File: config.mk
export PLATFORM = sky130hd
export DESIGN_NAME = posit_stream_accumulator_flat
export DESIGN_NICKNAME = d
export VERILOG_FILES = /design/src/rtl/posit_stream_accumulator_if.sv /design/src/rtl/posit_stream_accumulator.sv /design/src/flat_wrapper.sv
export SDC_FILE = /design/constraint.sdc
export NUM_CORES = 1
export LEC_CHECK = 0
export CAP_MARGIN = 15
export CORE_MARGIN = 3
export CORE_UTILIZATION = 40
export CTS_CLUSTER_DIAMETER = 80
export DETAILED_ROUTE_END_ITERATION = 8
export DONT_BUFFER_PORTS = 1
export PLACE_DENSITY = 0.57
export SLEW_MARGIN = 20
export SYNTH_ARGS = -nofsm -noshare
export SYNTH_HDL_FRONTEND = slang
export SYNTH_SLANG_ARGS = --single-unit
File: constraint.sdc
create_clock -name aclk -period 2.3 [get_ports aclk]
set_clock_uncertainty 0.15 [all_clocks]
set_input_delay 0.345 -clock aclk [delete_from_list [all_inputs] [get_ports aclk]]
set_output_delay 0.345 -clock aclk [all_outputs]
set_load 0.01 [all_outputs]
File: src/rtl/posit_stream_accumulator_if.sv
// Stream-in, adder-side and result-out signals of the posit stream accumulator.
// slave is the accumulator's view; master is the surrounding logic's view.
interface posit_stream_accumulator_if #(
    parameter int unsigned N = 8
);
    logic [N-1:0] s_data;
    logic         s_valid;
    logic         s_last;
    logic         s_ready;
    logic [N-1:0] add_in1;
    logic [N-1:0] add_in2;
    logic         add_start;
    logic [N-1:0] add_result;
    logic         add_inf;
    logic [N-1:0] m_data;
    logic         m_inf;
    logic         m_valid;
    logic         m_ready;

    modport slave (
        input  s_data, s_valid, s_last, add_result, add_inf, m_ready,
        output s_ready, add_in1, add_in2, add_start, m_data, m_inf, m_valid
    );

    modport master (
        output s_data, s_valid, s_last, add_result, add_inf, m_ready,
        input  s_ready, add_in1, add_in2, add_start, m_data, m_inf, m_valid
    );
endinterface

File: src/rtl/posit_stream_accumulator.sv
// Reduces a posit packet to one sum by recirculating results through an external
// LAT-cycle pipelined adder, then tree-reducing the in-flight partials at end of packet.
module posit_stream_accumulator #(
    parameter int unsigned N   = 8,
    parameter int unsigned es  = 4,
    parameter int unsigned LAT = 4
) (
    input  logic                        aclk,
    input  logic                        aresetn,
    posit_stream_accumulator_if.slave   io
);
    localparam int unsigned LW = $clog2(LAT + 1) + 1;

    // The attached adder must be built for the same format.
    if (es + 2 > N) begin : g_es_check
        $error("posit_stream_accumulator: es too large for N");
    end

    typedef enum logic [1:0] {ACCUM, DRAIN, OUT} state_t;

    state_t         state, state_nx;
    logic [LAT-1:0] vpipe;
    logic [LW-1:0]  live, live_nx;
    logic [N-1:0]   hold, hold_nx;
    logic           hold_v, hold_v_nx;
    logic           sticky, sticky_nx;
    logic           s_ready_q;
    logic           m_valid_q;
    logic           fb;
    logic           fire;
    logic [N-1:0]   add_in1_c, add_in2_c;
    logic           add_start_c;

    assign fb   = vpipe[LAT-1];
    assign fire = io.s_valid & s_ready_q;

    // Next state, partial bookkeeping and adder issue.
    always_comb begin
        state_nx    = state;
        live_nx     = live;
        hold_nx     = hold;
        hold_v_nx   = hold_v;
        sticky_nx   = sticky | (fb & io.add_inf);
        add_in1_c   = '0;
        add_in2_c   = '0;
        add_start_c = 1'b0;
        case (state)
            ACCUM: begin
                if (fire) add_in1_c = io.s_data;
                if (fb)   add_in2_c = io.add_result;
                add_start_c = fire | fb;
                if (fire & ~fb)       live_nx  = live + LW'(1);
                if (fire & io.s_last) state_nx = DRAIN;
            end
            DRAIN: begin
                // Pair each emerging partial with the held one; the last survivor is the sum.
                if (fb & ~hold_v) begin
                    hold_nx   = io.add_result;
                    hold_v_nx = 1'b1;
                    if (live == LW'(1)) state_nx = OUT;
                end else if (fb & hold_v) begin
                    add_in1_c   = hold;
                    add_in2_c   = io.add_result;
                    add_start_c = 1'b1;
                    hold_v_nx   = 1'b0;
                    live_nx     = live - LW'(1);
                end else if (hold_v && live == LW'(1)) begin
                    state_nx = OUT;
                end
            end
            OUT: begin
                if (io.m_ready) begin
                    hold_v_nx = 1'b0;
                    sticky_nx = 1'b0;
                    live_nx   = '0;
                    state_nx  = ACCUM;
                end
            end
            default: state_nx = ACCUM;
        endcase
    end

    always_ff @(posedge aclk or negedge aresetn) begin
        if (!aresetn) begin
            state     <= ACCUM;
            vpipe     <= '0;
            live      <= '0;
            hold      <= '0;
            hold_v    <= 1'b0;
            sticky    <= 1'b0;
            s_ready_q <= 1'b0;
            m_valid_q <= 1'b0;
        end else begin
            state     <= state_nx;
            vpipe     <= {vpipe[LAT-2:0], add_start_c};
            live      <= live_nx;
            hold      <= hold_nx;
            hold_v    <= hold_v_nx;
            sticky    <= sticky_nx;
            s_ready_q <= (state_nx == ACCUM);
            m_valid_q <= (state_nx == OUT);
        end
    end

    assign io.s_ready   = s_ready_q;
    assign io.add_in1   = add_in1_c;
    assign io.add_in2   = add_in2_c;
    assign io.add_start = add_start_c;
    assign io.m_data    = hold;
    assign io.m_inf     = sticky;
    assign io.m_valid   = m_valid_q;
endmodule

File: src/flat_wrapper.sv
// flat-port wrapper written by rule: the top's interface ports become plain ports
module posit_stream_accumulator_flat 
#(
    parameter int unsigned N   = 8,
    parameter int unsigned es  = 4,
    parameter int unsigned LAT = 4
)
  (aclk, aresetn, io_s_data, io_s_valid, io_s_last, io_add_result, io_add_inf, io_m_ready, io_s_ready, io_add_in1, io_add_in2, io_add_start, io_m_data, io_m_inf, io_m_valid);
  posit_stream_accumulator_if #(.N(N)) io_i ();
  input  logic aclk;
  input  logic aresetn;
  input wire logic [$bits(io_i.s_data)-1:0] io_s_data;
  input wire logic [$bits(io_i.s_valid)-1:0] io_s_valid;
  input wire logic [$bits(io_i.s_last)-1:0] io_s_last;
  input wire logic [$bits(io_i.add_result)-1:0] io_add_result;
  input wire logic [$bits(io_i.add_inf)-1:0] io_add_inf;
  input wire logic [$bits(io_i.m_ready)-1:0] io_m_ready;
  output wire logic [$bits(io_i.s_ready)-1:0] io_s_ready;
  output wire logic [$bits(io_i.add_in1)-1:0] io_add_in1;
  output wire logic [$bits(io_i.add_in2)-1:0] io_add_in2;
  output wire logic [$bits(io_i.add_start)-1:0] io_add_start;
  output wire logic [$bits(io_i.m_data)-1:0] io_m_data;
  output wire logic [$bits(io_i.m_inf)-1:0] io_m_inf;
  output wire logic [$bits(io_i.m_valid)-1:0] io_m_valid;
  assign io_i.s_data = io_s_data;
  assign io_i.s_valid = io_s_valid;
  assign io_i.s_last = io_s_last;
  assign io_i.add_result = io_add_result;
  assign io_i.add_inf = io_add_inf;
  assign io_i.m_ready = io_m_ready;
  assign io_s_ready = io_i.s_ready;
  assign io_add_in1 = io_i.add_in1;
  assign io_add_in2 = io_i.add_in2;
  assign io_add_start = io_i.add_start;
  assign io_m_data = io_i.m_data;
  assign io_m_inf = io_i.m_inf;
  assign io_m_valid = io_i.m_valid;
  posit_stream_accumulator #(.N(N), .es(es), .LAT(LAT)) u_core (.aclk(aclk), .aresetn(aresetn), .io(io_i));
endmodule
# After elaboration in Yosys (flattened, before gate mapping)
# Index checks and enable logic that the tools add are counted.
dict set report totals {
  regBits 22
}
dict set report classes {
  addsub 2
  n_eq_ne 9
  mux 29
  bitwise_logic 10
  reduce_logical 8
}
# operator count
set op_table {}
lappend op_table {{2-to-1 mux 8 bit} 6}
lappend op_table {{one-hot mux 8 bit (2 select lines)} 2}
lappend op_table {{2-to-1 mux 4 bit} 4}
lappend op_table {{2-to-1 mux 2 bit} 6}
lappend op_table {{one-hot mux 4 bit (3 select lines)} 1}
lappend op_table {{2-to-1 mux 1 bit} 7}
lappend op_table {{bitwise AND 1 bit} 6}
lappend op_table {{one-hot mux 2 bit (3 select lines)} 1}
lappend op_table {{AND reduction 5 bit} 1}
lappend op_table {{adder 4 x 1 -> 4 bit, second input constant} 1}
lappend op_table {{== test 2 bit, second input constant} 2}
lappend op_table {{== test 4 x 1 -> 1 bit, second input constant} 1}
lappend op_table {{logical NOT 2 bit} 2}
lappend op_table {{!= test 2 x 1 -> 1 bit, second input constant} 2}
lappend op_table {{!= test 2 bit, second input constant} 2}
lappend op_table {{one-hot mux 1 bit (2 select lines)} 2}
lappend op_table {{subtractor 4 x 1 -> 4 bit, second input constant} 1}
lappend op_table {{!= test 3 x 1 -> 1 bit, second input constant} 1}
lappend op_table {{AND reduction 3 bit} 1}
lappend op_table {{nonzero test 3 bit} 1}
lappend op_table {{== test 2 x 1 -> 1 bit, second input constant} 1}
lappend op_table {{NOT 1 bit} 2}
lappend op_table {{OR 1 bit} 2}
lappend op_table {{AND reduction 2 bit} 1}
lappend op_table {{other kinds (2)} 2}

# Depth between registers and ports, before layout
# Gate-level depths: netlist of run 1.
dict set report logic_depth {
  word_depth 7
  ltp_mapped 7
  depth_no_buf 6
}

# Least setup slack after synthesis of run 1
# Ideal clock, no wire load.
dict set report synth_timing {
  path_type {register -> register}
  start {register u_core.state[1]}
  end {register u_core.live[2]}
  setup_ns 0.132
  arrival_ns 1.651
  t_required_ns 2.018
  slack_ns 0.367
  stages_incl_launch_ff 8
  n_path_buf 1
  period_less_slack_ns 1.933
  path_cell_list {dfrtp_1 inv_1 ha_1 buf_4 a21boi_0 a2111oi_4 o21a_1 o211ai_1}
}
dict set report synth_via {
  elab_chain_cells 3
  word_cells_on_any_way 10
}
# item line_no
set synth_lines {}
lappend synth_lines {{start: declaration} posit_stream_accumulator.sv:21} ;# state_t state, state_nx;
lappend synth_lines {{start signal: assignment} posit_stream_accumulator.sv:94} ;# state <= state_nx;
lappend synth_lines {{== test 2 x 1 -> 1 bit, or another cell as far along} posit_stream_accumulator.sv:47} ;# case (state)
lappend synth_lines {{!= test 2 bit (no line), or another cell as far along} n/a}
lappend synth_lines {{AND reduction 5 bit (no line)} n/a}
lappend synth_lines {{end signal: assignment} posit_stream_accumulator.sv:96} ;# live <= live_nx;
lappend synth_lines {{end: declaration} posit_stream_accumulator.sv:23} ;# logic [LW-1:0] live, live_nx;
# Several ways; a longest one is shown, not always the timed one.
# A chain may end at the register's enable or synchronous reset.

# Worst setup path after layout of run 1
dict set report layout_timing {
  start {register u_core.state[0]}
  end {output io_add_in2[6]}
}
dict set report layout_via {
  elab_chain_cells 2
  word_cells_on_any_way 3
}
# item line_no
set layout_lines {}
lappend layout_lines {{== test 2 x 1 -> 1 bit / logical NOT 2 bit (equally long branches)} posit_stream_accumulator.sv:47}
lappend layout_lines {{one-hot mux 8 bit (2 select lines) (*)} posit_stream_accumulator.sv:47}
lappend layout_lines {{end: declaration} flat_wrapper.sv:20} ;# output wire logic [$bits(io_i.add_in2)-1:0] io_add_in2;
# Every way passes the cells marked *; elsewhere a longest branch is shown, timed or not.

==> metrics, run 1 <==
status finished clean; CTS clock-pin slew for the worst setup and hold paths 0.13 ns; area grow syn2layout 11.3%; Post-Syn Area per Cell 10.6 sq um; fin nets 153; startpoint class of the critical path flop; Fill cells 265; drt total wl 2920 microns; core area 2880 sq um; Seq. cell area 552 sq um; crit path time final 2.20 ns; post-synthesis sequential area ratio 43.7%; final setup fails 0; Initial Utilization 43.8%; Final period util 95.6%; last element of the critical path io_add_in2[6]; RR Endpoint u_core.live[2]$_DFFE_PN0P_; Routed Antenna Nets 0; DR pass1 iterations 4; largest net degree at the start of global routing 23; relative slew slack 63.2%; GRT overflow 0; Initial DRC Count 42; clk_lat worst skew 0.32 ns; TritonCTS clock tree built; fmax 0.455 GHz; CP peak stage delay 0.47 ns; Avg Vias per Cell 5.84; I/O Buffers 0; area of the multi-input gates 679 sq um; WL/cell 17.7 microns; syn_nets 148; initial antenna violation count 0; CTS Buf Count 3; DP Wirelength 2100 microns; Critical R2R Launch u_core.state[0]$_DFF_PN0_; total clock sinks 22; WP data required 1.80 ns; cells along the critical path inv_1 -> ha_2 -> a21oi_1 -> nor2_2 -> buf_4 -> and2_1; pwr dens 517 nW/um^2; Die Height 62.1 microns; Tot GR Track Use 16.6%; Final Non-Filler Cells 165; maxcap violations 0; placed cells 157; Worst Path Arrival 1.70 ns; Reg2Reg Setup Slack 0.25 ns; vias in the first global route 1022; via count 963; row cnt 19; Critical Path Sink Type output pin; first-pass GRT wire length 5110 microns; I/O Pins 50; critical path peak fanout 8; #FFs+latches synth 22; Syn Inst Count 119; Post-route DRC 0; Pleak 0.000617 uW; DIE AREA 3860 sq um; CTS max path bufs 2; actual slew at the worst max-slew pin 0.552 ns; Hold Crit Class input port to flop; root buffer cell clkbuf_4; setup TNS 0 ns; worst hold slack 0.0180 ns; critical path type flop to output pin; CP max stage cell dfrtp_2; Die Wd 62.1 microns; Final Hold Violating Endpoints 0; synthesis warning total 0; RSZ-0062 raised after global routing false; Critical Path Start u_core.state[0]$_DFF_PN0_; ant diodes 0; Synth cell types 36; Slew Limit Fails 0; Max H-tree Level 1; peak supply drop 0.270 mV; layout cells sized above 1 20.3%; Post-Syn Area 1260 sq um; Reg2Reg Depth 6; routability cong. 0.777
## worst min path at each step
stage,startpoint,to,slack (ns),cells past startpoint
6_report,io_add_result[4],u_core.io.m_data[4]$_DFFE_PN0P_,0.02,1
4_1_cts,io_add_result[4],u_core.io.m_data[4]$_DFFE_PN0P_,0.004,1
3_5_place_dp,aresetn,u_core.live[2]$_DFFE_PN0P_,-0.1,0
3_3_place_gp,aresetn,u_core.live[2]$_DFFE_PN0P_,-0.1,0
2_1_floorplan,aresetn,u_core.hold_v$_DFFE_PN0P_,-0.10,0
5_1_grt,io_add_result[7],u_core.io.m_data[7]$_DFFE_PN0P_,0.005,1
## where the power goes
part	internal (uW)	switching (uW)
combinational	8.19	9.37
sequential	394	9.79
clock	176	128
## flip-flops by register name (all words and copies together), names as in the netlist
signal / count
u_core.io.m_data: 8
u_core.live: 4
u_core.vpipe: 4
u_core.state: 2
u_core.hold_v: 1
u_core.io.m_inf: 1
u_core.io.m_valid: 1
u_core.io.s_ready: 1
## cells in the final DEF (no fill, tap or decap), drive strengths merged, types with 3 or more instances in the layout
cell type,n
o21ai,4
nor2,3
buf,3
clkbuf,3
and2,8
a22o,8
mux2,8
inv,7
and3,3
nand3,5
a21oi,7
nor3,3
nand2,6
ha,7
dfrtp,22
## final cells by class
class,instances,area share [%]
Clock inverter,1,2.14
Tap cell,42,3.75
Timing Repair Buffer,5,2.85
Sequential cell,22,39.3
Multi-Input combinational cell,85,48.4
Clock buffer,3,1.61
Inverter,7,1.87
## cell families after synthesis
logic type                 synth area share, %
AOI/OAI and AO/OA                         20.0
and+or+nand+nor                           16.8
buffers and inverters                     3.97
DFF                                       43.7
adders and majority gates                 6.95
xor gates and xnor gates                 0.695
muxes                                     7.94
## routing by layer
layer	vias to the layer above	wire length, microns	GRT usage, %
li1	439	-	-
met1	470	1170	19.4
met2	49	1480	29.4
met3	5	228	3.78
met4	0	42	6.35
met5	-	0	0
## synthesized netlist by cell type
cell type | instances | share of area (%)
and2_1 | 8 | 4.0
dfrtp_1 | 22 | 44
nand3_1 | 5 | 2.0
nor3b_1 | 2 | 1.2
xor2_1 | 1 | 0.70
inv_1 | 6 | 1.8
and3b_1 | 1 | 0.70
a21oi_1 | 7 | 2.8
inv_2 | 1 | 0.30
a21o_1 | 1 | 0.60
and3_1 | 3 | 1.5
a21boi_0 | 1 | 0.60
nor3_1 | 3 | 1.2
ha_1 | 7 | 7.0
buf_4 | 1 | 0.60
a211o_1 | 1 | 0.70
a2111oi_4 | 2 | 4.4
o211ai_1 | 1 | 0.60
a22o_1 | 8 | 5.6
a32o_1 | 1 | 0.79
o21a_1 | 1 | 0.60
nor2_1 | 3 | 0.89
nand2b_1 | 1 | 0.50
or3_1 | 2 | 0.99
mux2_2 | 8 | 7.2
o21ai_0 | 4 | 1.6
a31oi_1 | 1 | 0.50
nand4_1 | 1 | 0.50
mux2i_1 | 1 | 0.79
clkbuf_1 | 3 | 0.89
a41oi_1 | 1 | 0.70
nand2_1 | 6 | 1.8
nand3b_1 | 1 | 0.60
nor2b_1 | 2 | 0.99
a211oi_1 | 1 | 0.60
buf_2 | 1 | 0.40
## worst max-delay path, delay by kind of cell, from the launching register on
family | cells | cell delay (ns)
compound gates | 1 | 0.08
flops | 1 | 0.47
buf+inv | 2 | 0.27
simple gates | 2 | 0.31
fa+ha+maj | 1 | 0.25
## through the flow
step / cell area [sq um] / util, % / total power, uW / setup WS, ns
after CTS: 1400 / 48.5 / 735 / 0.0437
after global routing: 1400 / 48.8 / 749 / 0.0164
after global placement: 1300 / 45.1 / 418 / 0.205
final: 1400 / 48.8 / 725 / 0.101
after detailed placement: 1300 / 45.1 / 418 / 0.136
after floorplan: 1260 / - / 416 / 0.367
## timing repair
| item | CTS | global route |
|---|---|---|
| hold buffers | 2 | 1 |
| setup buffers | 1 | 0 |
| pin swaps | 1 | 0 |
| hold endpoints to repair | 23 | 22 |
| resized for setup | 6 | 2 |
| setup endpoints to repair | 17 | 16 |
Note: power is estimated with default switching activity, not from simulation.
==> inputs of run 2 (changes only) <==
Settings changed: CTS_BUF_LIST from default to sky130_fd_sc_hd__clkbuf_8, HOLD_SLACK_MARGIN from default to 0.02.
==> run 2 against run 1 <==
Fmax is 0.38% higher. Via count is 2.2% lower. Clock-buffer cell count stayed put. Critical endpoint is now io_add_in1[7]. Highest routed layer unchanged.
==> metrics, run 2 (synthesis gave the netlist of run 1 again) <==
Slew Limit Fails 0 (unchanged); via count 942 (was 963); total clock sinks 22 (unchanged); critical path type flop to output pin (unchanged); DR pass1 iterations 4 (unchanged); Final Hold Violating Endpoints 0 (unchanged); most frequent cells in the layout dfrtp_1, and2_1, a22o_1, mux2_2, a21oi_1 (unchanged); DP Area 1300 sq um (unchanged); Final period util 95.3% (was 95.6%); CTS Buf Count 3 (unchanged); cells along the critical path inv_1 -> ha_2 -> and3_2 -> a22o_1 (was inv_1 -> ha_2 -> a21oi_1 -> nor2_2 -> buf_4 -> and2_1); critical path peak fanout 8 (unchanged); TritonCTS clock tree built (unchanged); I/O Buffers 0 (unchanged); routability cong. 0.777 (unchanged); CP max stage cell dfrtp_1 (was dfrtp_2); DP Wirelength 2100 microns (unchanged); fin nets 152 (was 153); relative slew slack 62.3% (was 63.2%); RSZ-0062 raised after global routing false (unchanged); DIE AREA 3860 sq um (unchanged); root buffer cell clkbuf_8 (was clkbuf_4); Avg Vias per Cell 5.74 (was 5.84); largest net degree at the start of global routing 23 (unchanged); startpoint class of the critical path flop (unchanged); Initial Utilization 43.8% (unchanged); Critical Path Sink Type output pin (unchanged); crit path time final 2.19 ns (was 2.20 ns); clk_lat worst skew 0.26 ns (was 0.32 ns); CP peak stage delay 0.42 ns (was 0.47 ns); pwr dens 549 nW/um^2 (was 517 nW/um^2); WP data required 1.80 ns (about the same); Initial DRC Count 37 (was 42); Die Wd 62.1 microns (unchanged); I/O Pins 50 (unchanged); final setup fails 0 (unchanged); area grow syn2layout 12.8% (was 11.3%); initial antenna violation count 0 (unchanged); layout cells sized above 1 18.0% (was 20.3%); Die Height 62.1 microns (unchanged); Worst Path Arrival 1.70 ns (about the same); Buffers & Inverters on Critical Path 1 (was 2); WL/cell 17.2 microns (was 17.7 microns); most common cell after layout, fill and taps aside dfrtp_1 (unchanged); peak supply drop 0.374 mV (was 0.270 mV); Post-route DRC 0 (unchanged); Hold Crit Class input port to flop (unchanged); status finished clean (unchanged); CTS max path bufs 2 (unchanged); Seq. cell area 551 sq um (was 552 sq um); Finished Cell Area 1420 sq um (was 1400 sq um); CTS clock-pin slew for the worst setup and hold paths 0.08 ns (was 0.13 ns); Fill cells 259 (was 265); Max H-tree Level 1 (unchanged); Routed Antenna Nets 0 (unchanged); fmax 0.456 GHz (was 0.455 GHz); maxcap violations 0 (unchanged); core area 2880 sq um (unchanged); drt total wl 2830 microns (was 2920 microns); vias in the first global route 1005 (was 1022); Pleak 0.000618 uW (was 0.000617 uW); actual slew at the worst max-slew pin 0.565 ns (was 0.552 ns); GRT overflow 0 (unchanged); ant diodes 0 (unchanged); row cnt 19 (unchanged); CP delay by family, top flip-flops (unchanged); area of the multi-input gates 688 sq um (was 679 sq um); Core Util, Final 49.4% (was 48.8%); setup TNS 0 ns (unchanged); Largest register FFs 8 (unchanged); Tot GR Track Use 15.8% (was 16.6%); first-pass GRT wire length 5000 microns (was 5110 microns)
[run 2: layer usage]
metal	GRT usage (%)	vias to the layer above	part of all wire [%]
li1	-	434	-
met1	19.2	463	42
met2	28.5	43	51
met3	3.60	2	7.0
met4	3.04	0	0.35
met5	0	-	0
[run 2: repair_timing]
action / in CTS / in global routing
hold buffers: 2 / 1
cloned: 0 / 0
setup endpoints to repair: 17 / 16
gates resized for setup: 3 / 5
buffers inserted: 0 / 0
hold endpoints to repair: 23 / 22
[run 2: worst reg2reg max path: cells and delay by family, from the launching register on]
| family | cells | cell delay (ns) |
|---|---|---|
| compound gates | 3 | 0.82 |
| flops | 1 | 0.46 |
| fa+ha+maj | 1 | 0.25 |
| simple gates | 1 | 0.20 |
| buf+inv | 1 | 0.12 |
[run 2: path summary, 6_finish.rpt]
path,start,endpoint,slack [ns],depth (start not counted)
setup reg to reg,u_core.state[0]$_DFF_PN0_,u_core.live[2]$_DFFE_PN0P_,0.19,6
hold reg to reg,u_core.vpipe[2]$_DFF_PN0_,u_core.vpipe[3]$_DFF_PN0_,0.21,0
hold / removal,io_add_result[4],u_core.io.m_data[4]$_DFFE_PN0P_,0.08,1
min in group asynchronous,aresetn,u_core.live[2]$_DFFE_PN0P_,0.42,2
max in group asynchronous,aresetn,u_core.vpipe[0]$_DFF_PN0_,1.24,2
setup / recovery,u_core.state[1]$_DFF_PN0_,io_add_in1[7],0.11,4
[run 2: cell type report]
| cell class | count | share of cell area [%] |
|---|---|---|
| tap | 42 | 3.70 |
| multi-input combinational | 85 | 48.4 |
| inverter | 7 | 1.85 |
| clock buffer | 3 | 2.90 |
| timing repair buffer | 4 | 2.29 |
| clock inverter | 1 | 2.11 |
| sequential | 22 | 38.7 |
[run 2: report_power, final]
part	internal (uW)	leakage [uW]	switching [uW]	total (uW)
Sequential	394	0.000273	9.73	403
Combinational	8.19	0.000309	9.20	17.4
Clock	232	0.0000357	128	360
[run 2: metrics by stage]
step	setup slack, ns	instances	hold slack (ns)	total power (uW)
after floorplan	0.367	119	-0.101	416
after CTS	0.0251	163	0.0732	792
after global placement	0.205	157	-0.0998	418
after detailed placement	0.136	157	-0.0996	418
final	0.109	164	0.0794	781
after global routing	0.0185	164	0.0759	808
==> inputs of run 3 (changes only) <==
Settings changed: CTS_BUF_LIST sky130_fd_sc_hd__clkbuf_8 to default.
==> run 3 against run 2 <==
Final cell count increased by 5.5%. Global-route usage is 1.2 points higher. Critical path depth rose by 2. First-iteration DRC count did not move. Via count grew 5.1%. Utilization up 2.1 points. Sequential power about the same. Critical path type unchanged. Largest cell class unchanged.
==> metrics, run 3 (synthesis gave the netlist of run 1 again) <==
vias in the first global route 1070 (was 1005); row cnt 19 (unchanged); WL/cell 17.2 microns (about the same); WHS Path Cells 2 (was 1); Hold Path Origin io_add_inf (was io_add_result[4]); Final period util 95.7% (was 95.3%); most frequent cells in the layout dfrtp_1, dlygate4sd3_1, and2_1, a22o_1, mux2_2 (was dfrtp_1, and2_1, a22o_1, mux2_2, a21oi_1); Fill cells 259 (unchanged); Reg2Reg Setup Slack 0.25 ns (was 0.19 ns); DIE AREA 3860 sq um (unchanged); Worst Path Arrival 1.71 ns (was 1.70 ns); final setup fails 0 (unchanged); TritonCTS clock tree built (unchanged); Slew Limit Fails 0 (unchanged); fin nets 161 (was 152); Finished Cell Area 1480 sq um (was 1420 sq um); Pleak 0.000650 uW (was 0.000618 uW); core area 2880 sq um (unchanged); Reg2Reg Depth 6 (unchanged); via count 990 (was 942); Initial Utilization 43.8% (unchanged); CTS max path bufs 2 (unchanged); DP Wirelength 2100 microns (unchanged); layout cells sized above 1 19.1% (was 18.0%); Die Height 62.1 microns (unchanged); clk_lat worst skew 0.32 ns (was 0.26 ns); ant diodes 0 (unchanged); CTS clock-pin slew for the worst setup and hold paths 0.13 ns (was 0.08 ns); routability cong. 0.777 (unchanged); most common cell after layout, fill and taps aside dfrtp_1 (unchanged); Avg Vias per Cell 5.72 (was 5.74); DR pass1 iterations 5 (was 4); maxcap violations 0 (unchanged); Largest register FFs 8 (unchanged); DP Area 1300 sq um (unchanged); GRT overflow 0 (unchanged); setup TNS 0 ns (unchanged); Tot GR Track Use 17.0% (was 15.8%); pwr dens 497 nW/um^2 (was 549 nW/um^2); Max H-tree Level 1 (unchanged); critical path peak fanout 8 (unchanged); initial antenna violation count 0 (unchanged); RSZ-0062 raised after global routing false (unchanged); drt total wl 2980 microns (was 2830 microns); Critical Path Sink Type output pin (unchanged); RR Endpoint u_core.live[2]$_DFFE_PN0P_ (unchanged); Routed Antenna Nets 0 (unchanged); Hold Crit Class input port to flop (unchanged); I/O Buffers 0 (unchanged); Post-route DRC 0 (unchanged); I/O Pins 50 (unchanged); relative slew slack 63.2% (was 62.3%); first-pass GRT wire length 5280 microns (was 5000 microns); peak supply drop 0.287 mV (was 0.374 mV); critical path type flop to output pin (unchanged); actual slew at the worst max-slew pin 0.551 ns (was 0.565 ns); Hold Crit Endpoint u_core.io.m_inf$_DFF_PN0_ (was u_core.io.m_data[4]$_DFFE_PN0P_); Die Wd 62.1 microns (unchanged); Final Hold Violating Endpoints 0 (unchanged); CTS Buf Count 3 (unchanged); area grow syn2layout 17.7% (was 12.8%); crit path time final 2.20 ns (was 2.19 ns); Initial DRC Count 37 (unchanged); root buffer cell clkbuf_4 (was clkbuf_8); fmax 0.454 GHz (was 0.456 GHz); Critical R2R Launch u_core.state[0]$_DFF_PN0_ (unchanged); startpoint class of the critical path flop (unchanged); total clock sinks 22 (unchanged); status finished clean (unchanged); largest net degree at the start of global routing 23 (unchanged); WP data required 1.80 ns (about the same)
==> run 3: worst max-delay path: stages (launching register included) <==
cell     delay [ns]
dfrtp_2        0.47
inv_1          0.12
ha_2           0.25
a21oi_1        0.08
nor2_2         0.12
buf_4          0.15
and2_1         0.19
==> run 3: worst max-delay path by stage <==
| stage | start | end | slack (ns) | depth (start not counted) |
|---|---|---|---|---|
| after CTS | u_core.state[1]$_DFF_PN0_ | io_add_in1[7] | 0.04 | 4 |
| final | u_core.state[0]$_DFF_PN0_ | io_add_in2[6] | 0.1 | 6 |
| after detailed placement | u_core.state[1]$_DFF_PN0_ | u_core.io.m_data[1]$_DFFE_PN0P_ | 0.14 | 5 |
| after global routing | u_core.state[1]$_DFF_PN0_ | io_add_in2[7] | 0.02 | 6 |
| after global placement | u_core.state[1]$_DFF_PN0_ | u_core.io.m_data[5]$_DFFE_PN0P_ | 0.20 | 5 |
| after floorplan | u_core.state[1]$_DFF_PN0_ | u_core.live[2]$_DFFE_PN0P_ | 0.37 | 7 |
==> run 3: per-stage QoR <==
step	util, %	hold WS, ns	std cells	setup slack, ns	total power [uW]
global route	51.5	0.0625	173	0.0157	760
CTS	51.3	0.0552	172	0.0437	746
global placement	45.1	-0.0998	157	0.205	418
detailed placement	45.1	-0.0996	157	0.136	418
finish	51.5	0.0578	173	0.0978	737
floorplan	-	-0.101	119	0.367	416
==> run 3: layout make-up <==
cell class,instances,area [sq um],area share (%)
Inverter,7,26.3,1.77
Tap cell,42,52.6,3.54
Clock inverter,1,30.0,2.03
Clock buffer,3,22.5,1.52
Multi-Input combinational cell,85,679,45.8
Timing Repair Buffer,13,120,8.10
Sequential cell,22,552,37.2
==> run 3: timing repair <==
action,4_1_cts,5_1_grt
setup endpoints to repair,17,16
endpoints found under the hold margin,31,22
pin swaps,1,0
setup buffers,1,0
hold buffers,10,1
gates resized for setup,6,2
==> run 3: power by group <==
group	total, uW	switching (uW)	internal [uW]
Combinational	28.2	11.0	17.2
Clock	305	129	176
Sequential	404	9.96	394
Total	737	150	587
==> run 3: layer usage <==
| layer | up-vias | part of all wire [%] | GRT usage [%] |
|---|---|---|---|
| met2 | 55 | 51 | 30.4 |
| li1 | 454 | - | - |
| met5 | - | 0 | 0 |
| met4 | 0 | 1.5 | 6.35 |
| met1 | 474 | 40 | 19.7 |
| met3 | 7 | 7.8 | 3.78 |
